## config.mk

```make
export PLATFORM = sky130hd
export DESIGN_NAME = afifo_wr_arbiter
export DESIGN_NICKNAME = d
export VERILOG_FILES = /design/src/rtl/afifo_pkg.sv /design/src/rtl/afifo_wr_arbiter_rr_pick.sv /design/src/rtl/afifo_wr_arbiter.sv
export SDC_FILE = /design/constraint.sdc
export NUM_CORES = 1
export LEC_CHECK = 0
export ABC_AREA = 1
export CORE_ASPECT_RATIO = 1.5
export CORE_MARGIN = 5
export CORE_UTILIZATION = 41
export DETAILED_ROUTE_END_ITERATION = 6
export PLACE_DENSITY_LB_ADDON = 0.2
export RECOVER_POWER = 25
export SYNTH_ARGS = -nofsm -noshare
export SYNTH_HDL_FRONTEND = slang
export SYNTH_SLANG_ARGS = --single-unit
```

## constraint.sdc

```tcl
create_clock -name clk -period 2.3 [get_ports clk]
set_input_delay 0.23 -clock clk [delete_from_list [all_inputs] [get_ports clk]]
set_output_delay 0.23 -clock clk [all_outputs]
set_load 0.03 [all_outputs]
```

## src/rtl/afifo_pkg.sv

```systemverilog
// Shared types and helpers for the async-FIFO write-side arbiter.
package afifo_pkg;

    localparam int unsigned NREQ_DEF  = 4;
    localparam int unsigned DATA_DEF  = 8;
    localparam int unsigned LEN_W_DEF = 4;
    localparam int unsigned NREQ_MAX  = 8;

    typedef enum logic [1:0] {
        ST_IDLE  = 2'd0,
        ST_BURST = 2'd1
    } state_t;

    // One-hot decode of a requester index; callers truncate to their NREQ.
    function automatic logic [NREQ_MAX-1:0] onehot(input logic [2:0] idx);
        logic [NREQ_MAX-1:0] v;
        v      = '0;
        v[idx] = 1'b1;
        return v;
    endfunction

endpackage

```

## src/rtl/afifo_wr_arbiter_rr_pick.sv

```systemverilog
// Round-robin pick: first asserted request at or after i_rr_ptr, wrapping at NREQ.
module afifo_wr_arbiter_rr_pick #(
    parameter int unsigned NREQ  = 4,
    parameter int unsigned IDX_W = 2
) (
    input  logic [NREQ-1:0]  i_req,
    input  logic [IDX_W-1:0] i_rr_ptr,
    output logic [IDX_W-1:0] o_pick,
    output logic             o_any_req
);

    logic [IDX_W-1:0] w_idx;

    always_comb begin
        o_pick    = '0;
        o_any_req = 1'b0;
        w_idx     = '0;
        for (int unsigned i = 0; i < NREQ; i++) begin
            w_idx = IDX_W'((32'(i_rr_ptr) + i) % NREQ);
            if (!o_any_req && i_req[w_idx]) begin
                o_any_req = 1'b1;
                o_pick    = w_idx;
            end
        end
    end

endmodule

```

## src/rtl/afifo_wr_arbiter.sv

```systemverilog
// Round-robin burst arbiter sharing the async FIFO write port among NREQ requesters.
module afifo_wr_arbiter
    import afifo_pkg::*;
#(
    parameter int unsigned NREQ  = NREQ_DEF,
    parameter int unsigned DATA  = DATA_DEF,
    parameter int unsigned LEN_W = LEN_W_DEF
) (
    input  logic                  clk,
    input  logic                  reset_b,
    input  logic [NREQ-1:0]       req,
    input  logic [NREQ*LEN_W-1:0] req_len,
    input  logic [NREQ*DATA-1:0]  req_data,
    input  logic                  wfull,
    output logic                  fifo_op,
    output logic [DATA-1:0]       fifo_wdata,
    output logic [NREQ-1:0]       gnt,
    output logic [NREQ-1:0]       ack,
    output logic                  abort,
    output logic                  busy
);

    localparam int unsigned IDX_W = (NREQ > 1) ? $clog2(NREQ) : 1;

    state_t            r_state;
    logic [IDX_W-1:0]  r_gidx;
    logic [IDX_W-1:0]  r_rr_ptr;
    logic [LEN_W-1:0]  r_beat_cnt;
    logic [NREQ-1:0]   r_gnt;
    logic              r_abort;

    logic [LEN_W-1:0]  w_len  [NREQ];
    logic [DATA-1:0]   w_data [NREQ];
    logic [IDX_W-1:0]  w_pick;
    logic [IDX_W-1:0]  w_ptr_nxt;
    logic              w_any;
    logic              w_in_burst;
    logic              w_sel_req;
    logic              w_op;

    // Unpack the flat per-requester buses.
    for (genvar k = 0; k < NREQ; k++) begin : g_unpack
        assign w_len[k]  = req_len[k*LEN_W +: LEN_W];
        assign w_data[k] = req_data[k*DATA +: DATA];
    end

    afifo_wr_arbiter_rr_pick #(
        .NREQ  (NREQ),
        .IDX_W (IDX_W)
    ) u_rr_pick (
        .i_req     (req),
        .i_rr_ptr  (r_rr_ptr),
        .o_pick    (w_pick),
        .o_any_req (w_any)
    );

    assign w_ptr_nxt  = (w_pick == IDX_W'(NREQ - 1)) ? '0 : w_pick + IDX_W'(1);
    assign w_in_burst = (r_state == ST_BURST);
    assign w_sel_req  = req[r_gidx];
    // Never write while full; a dropped request ends the burst without a write.
    assign w_op       = w_in_burst & w_sel_req & ~wfull;

    assign fifo_op    = w_op;
    assign fifo_wdata = w_data[r_gidx];
    assign ack        = NREQ'(onehot(3'(r_gidx))) & {NREQ{w_op}};
    assign gnt        = r_gnt;
    assign abort      = r_abort;
    assign busy       = w_in_burst;

    always_ff @(posedge clk or negedge reset_b) begin
        if (!reset_b) begin
            r_state    <= ST_IDLE;
            r_gidx     <= '0;
            r_rr_ptr   <= '0;
            r_beat_cnt <= '0;
            r_gnt      <= '0;
            r_abort    <= 1'b0;
        end else begin
            r_abort <= 1'b0;
            case (r_state)
                ST_IDLE: begin
                    r_gnt <= '0;
                    if (w_any) begin
                        r_state    <= ST_BURST;
                        r_gidx     <= w_pick;
                        r_gnt      <= NREQ'(onehot(3'(w_pick)));
                        r_beat_cnt <= w_len[w_pick];
                        r_rr_ptr   <= w_ptr_nxt;
                    end
                end
                ST_BURST: begin
                    if (!w_sel_req) begin
                        r_state <= ST_IDLE;
                        r_gnt   <= '0;
                        r_abort <= 1'b1;
                    end else if (!wfull) begin
                        if (r_beat_cnt == '0) begin
                            r_state <= ST_IDLE;
                            r_gnt   <= '0;
                        end else begin
                            r_beat_cnt <= r_beat_cnt - LEN_W'(1);
                        end
                    end
                end
                default: begin
                    r_state <= ST_IDLE;
                    r_gnt   <= '0;
                end
            endcase
        end
    end

endmodule

```

## Word-level counts from Yosys, hierarchy flattened

Index checks and enable logic that the tools add are counted.

- Register bits: 15
- Word-level logic and storage cells: 97
- Input bits: 55
- Output and inout port bits: 19

- Reductions and logical operators: 15
- Equality and inequality tests: 8
- Bitwise logic cells: 6
- $lt $le $gt $ge: 11
- Add/sub/neg operators: 5
- Multiplexer cells: 46

Operators by type and width:

| kind | count |
|---|---|
| $mux W4 | 10 |
| $mux W2 | 9 |
| $bmux W8 S2 | 1 |
| $mux W8 | 2 |
| $pmux W4 S2 | 2 |
| $lt A2 B3 Y1 const B | 5 |
| $mux W1 | 13 |
| $bmux W1 S2 | 5 |
| $bmux W4 S2 | 1 |
| $lt A2 B4 Y1 const B | 2 |
| $ge A3 B3 Y1 const B | 2 |
| $not A2 Y3 | 2 |
| $logic_and A1 B1 Y1 | 5 |
| $reduce_and A5 Y1 | 1 |
| $add A2 B1 Y2 const B | 2 |
| $add A2 B2 Y2 const B | 2 |
| $and A4 B4 Y4 | 1 |
| $demux W1 S2 | 2 |
| $ge A2 B1 Y1 const B | 2 |
| $logic_not A4 Y1 | 1 |
| $ne A2 B1 Y1 const B | 2 |
| $ne A2 B2 Y1 const B | 2 |
| $pmux W2 S2 | 1 |
| $reduce_and A2 Y1 | 2 |
| 11 further kinds | 14 |

## Longest topological paths before layout

- Depth in word-level cells: 18
- Depth in mapped cells: 16
- Mapped depth without buffers: 15

## Hierarchy

Synthesis repeated with hierarchy kept, for this count alone.

- Cells, all modules: 232
- Area, all modules: 1501.4 µm²

Modules (own cells, without submodules):

| module | cells an instance | area each (µm²) | times used | seq. area each (µm²) |
|---|---|---|---|---|
| afifo_wr_arbiter | 173 | 1182.4 | 1 | 350.3 |
| afifo_wr_arbiter_rr_pick | 59 | 319.1 | 1 | 0.0 |

## Worst setup path after synthesis

OpenSTA, ideal clock, no wires.

- Path kind: reg2out
- From: reg r_gidx[0]
- To: out ack[0]
- Required time: 2.070 ns
- Arrival: 2.207 ns
- Stages on the path, launching flop included: 10
- Buffers on the path: 0
- Slack: -0.137 ns
- Path through: dfrtp_1 > nor2_1 > inv_1 > o22ai_1 > nor3_1 > inv_2 > nand2_1 > nor2_1 > inv_1 > nor2_1

- Word-level cells in the longest chain between the ends: 5
- Elaborated cells on any way between the ends: 10
- Classes of those cells: order compare (2); mux (4); bitwise (3); reduce/logical (1)

RTL lines:

| what | line | RTL |
|---|---|---|
| start, declared | afifo_wr_arbiter.sv:26 | `logic [IDX_W-1:0] r_gidx;` |
| start signal, assigned | afifo_wr_arbiter.sv:85 | `r_gidx <= w_pick;` |
| $bmux W1 S2 | afifo_wr_arbiter.sv:59 | `assign w_sel_req = req[r_gidx];` |
| $mux W1 (not written as such) | afifo_wr_arbiter.sv:59 |  |
| $and A1 B1 Y1 (2 in series) | afifo_wr_arbiter.sv:61 | `assign w_op = w_in_burst & w_sel_req & ~wfull;` |
| named net fifo_op | afifo_wr_arbiter.sv:15 | `output logic fifo_op,` |
| $and A4 B4 Y4 | afifo_wr_arbiter.sv:65 | `assign ack = NREQ'(onehot(3'(r_gidx))) & {NREQ{w_op}};` |
| end, declared | afifo_wr_arbiter.sv:18 | `output logic [NREQ-1:0] ack,` |

The timed path passes the listed nets, and every way through them passes these cells. The select of a mux whose other input is x is not followed.

## Worst setup path after layout

- From: reg r_gidx[0]
- To: out ack[0]

- Word-level cells in the longest chain between the ends: 5
- Elaborated cells on any way between the ends: 10
- Classes of those cells: order compare (2); mux (4); bitwise (3); reduce/logical (1)

RTL lines:

| what | line | RTL |
|---|---|---|
| $lt A2 B4 Y1 (not written as such), or another cell as far along | afifo_pkg.sv:18 | `v[idx] = 1'b1;` |
| $logic_and A1 B1 Y1 (not written as such) / $mux W1 (equally long branches) | afifo_pkg.sv:18, afifo_wr_arbiter.sv:59 |  |
| $mux W1 (not written as such) / $and A1 B1 Y1 (equally long branches) | afifo_pkg.sv:18, afifo_wr_arbiter.sv:61 |  |
| $demux W1 S2 / $and A1 B1 Y1 (equally long branches) | afifo_pkg.sv:18, afifo_wr_arbiter.sv:61 |  |
| $and A4 B4 Y4 (*) | afifo_wr_arbiter.sv:65 |  |

Every way passes the cells marked *; elsewhere a longest branch is shown, timed or not. The select of a mux whose other input is x is not followed.

==> flow_summary.toml <==
[outcome]
status = "finished, final reports clean"

[timing]
rsz0062_at_grt = "no"
hold_viol = 0
tightest_slew_ps = 632.3
max_freq_mhz = 464.8
setup_violations = 0
setup_ws_ps = 148.3
post-route-min-period_ps = 2152
report.final.slew_viol_count = 0
slew_headroom_pct = 57.71
tns_ps = 0
min_period_over_period_pct = 93.55
clock_skew_ps = 2.785

[die]
num_io_pins = 74
dieArea_sq_um = 4962
die_y_um = 83.81
core_sq_um = 3448
dieWidth_um = 59.21
initial_core_util_pct = 43.18
row_count = 26

[placement]
preCtsSetupSlack_ps = 124.8
dp_hpwl_um = 3812
globalplace.congestion = 0.7858
dp_cells = 348
port_buffers = 73

[worst_setup_path]
r2r-start = "r_rr_ptr[0]$_DFFE_PN0P_"
crit_type = "reg2out"
endpoint = "ack[0]"
startpoint = "r_gidx[0]$_DFFE_PN0P_"
critPathLaunchType = "flop"
cp_max_fo = 6
r2r_end = "r_rr_ptr[1]$_DFFE_PN0P_"
cp.required_ps = 2070
rr_worst_depth = 13
critPathArrivalTime_ps = 1920
path_cells = "inv_2, or2_2, o22ai_2, nor3_2, inv_2, nand2_1, nor2_2, inv_1, nor2_2, buf_4"
ff2ff_setup_slack_ps = 180
cpPeakStageDelay_ps = 420
critPathSlowestCell = "dfrtp_1"
endpoint_kind = "output pin"

[global_routing]
use_met3_pct = 3.406
antenna_found_initial = 0
busiest_layer = "met2"
grt_use_met2_pct = 34.73
grt_pass1_wl_um = 7514
grt_util_met1_pct = 20.81
grt_usage_pct = 19.10
grt-ovfl-total = 0
grt_max_degree = 17
grt_pass1_vias = 1707

[power_and_ir_drop]
powerDensity_nw_per_um2 = 1527
leakage_nw = 1.165
ir_drop_mv = 1.205

[layout]
fin_nets = 371
diodes = 0
fill_cells = 303
final_cells = 352
syn_to_final_growth_pct = 57.23
layout_common_cells = "nand2_1 (59), clkdlybuf4s50_1 (59), nand3_1 (49)"
final_layout_size_suffix_gt1_share_pct = 20.65

[yosys]
syn_nets = 290
ys_seq_area_share_pct = 23.53
yosysWarningCount = 0
ys_ff_latch = 14
synth_area_sq_um = 1489
synth_cell_type_count = 26
netlist_instances = 230
syn_avg_cell_area_sq_um = 6.474

[routing]
drc = 0
ant_nets = 0
vias = 1806
wl_per_cell_um = 13.46
vias_per_cell = 5.131
wl_um = 4739
dr.pass1.iters = 4
drtIter0Drc = 54

[clock_tree]
numCtsBuffers = 3
cts_root_buffer = "clkbuf_8"
clk_pin_slew_worst_paths_ps = 60
clock_sinks = 14
cts_tree = "yes"
clk_latency_ps = 250
cts_buffer_depth = 2
htreeDepth = 1

[worst_hold_path]
hp-class = "in2async"

[job]
cap_violations = 0
[worst max-delay path, delay by kind of cell, from the launching register on]
kind / cells / cell delay (ps)
and+or+nand+nor: 5 / 690
buffers and inverters: 4 / 450
AOI/OAI and AO/OA: 1 / 120
DFF: 1 / 420
[cell type report]
type	count	area (sq um)	share of cell area (%)
Clock buffer	4	55.05	2.352
Inverter	28	112.6	4.810
Multi-Input combinational cell	181	997.2	42.60
Sequential cell	14	350.3	14.97
Tap cell	42	52.55	2.245
Timing Repair Buffer	83	773.2	33.03
[Yosys cell counts, drive strengths merged]
| master | count | share of area [%] |
|---|---|---|
| a21oi | 8 | 3.4 |
| a22oi | 7 | 3.5 |
| buf | 4 | 2.8 |
| clkbuf | 3 | 0.76 |
| clkinv | 1 | 0.25 |
| dfrtp | 14 | 24 |
| ha | 5 | 4.2 |
| inv | 27 | 7.3 |
| nand2 | 74 | 23 |
| nand3 | 54 | 20 |
| nand4 | 9 | 3.8 |
| nor2 | 14 | 4.0 |
| nor3 | 1 | 0.34 |
| o21ai | 6 | 2.3 |
| o22ai | 1 | 0.42 |
| or2 | 1 | 0.42 |
| xor2 | 1 | 0.59 |
[cell families after synthesis]
kind of cell    count (synthesis)  synth area share [%]
simple gates                  153                 50.92
flops                          14                 23.53
fa+ha+maj                       5                 4.202
buf+inv                        35                 11.09
xor+xnor                        1                0.5883
compound gates                 22                 9.664
[metrics by stage]
| stage | utilization, % | total power [W] | instance area, sq um | hold slack, ps |
|---|---|---|---|---|
| after CTS | 67.56 | 0.003581 | 2330 | 384.6 |
| after global placement | 65.97 | 0.003282 | 2275 | 487.3 |
| after floorplan | - | 0.002524 | 1501 | -65.59 |
| after detailed placement | 65.97 | 0.003316 | 2275 | 496.6 |
| after global routing | 67.89 | 0.003901 | 2341 | 489.9 |
| final | 67.89 | 0.003576 | 2341 | 435.5 |
[routing by layer]
layer / wire length (um) / vias up
met2: 2469 / 56
li1: - / 925
met1: 1887 / 813
met3: 264 / 12
met4: 117 / 0
met5: 0 / -
[state kept, by name (all words and copies together), names as in the netlist]
| name | flops |
|---|---|
| r_state | 1 |
| gnt | 4 |
| abort | 1 |
| r_gidx | 2 |
| r_beat_cnt | 4 |
| r_rr_ptr | 2 |
[worst min-delay path by stage]
stage               depth (start not counted)                         to                      start  slack (ps)
global placement                            2  r_beat_cnt[0]$_DFFE_PN0P_  r_beat_cnt[0]$_DFFE_PN0P_         490
global route                                1  r_beat_cnt[0]$_DFFE_PN0P_                    reset_b         490
CTS                                         1  r_beat_cnt[3]$_DFFE_PN0P_                    reset_b         380
finish                                      1     r_state[0]$_DFFE_PN0P_                    reset_b         440
detailed placement                          2  r_beat_cnt[0]$_DFFE_PN0P_  r_beat_cnt[0]$_DFFE_PN0P_         500
floorplan                                   0            abort$_DFF_PN0_                    reset_b         -70
[timing repair]
action,4_1_cts,5_1_grt
endpoints found under the hold margin,0,0
endpoints found under the setup margin,0,4
resized for setup,0,2
hold buffers,0,0
setup buffers,0,0
[report_power, final]
part | internal, W | switching (W)
Sequential | 0.000365 | 0.000119
Clock | 0.000152 | 0.0000946
Combinational | 0.00107 | 0.00178
Power figures use the tool's default switching activity.
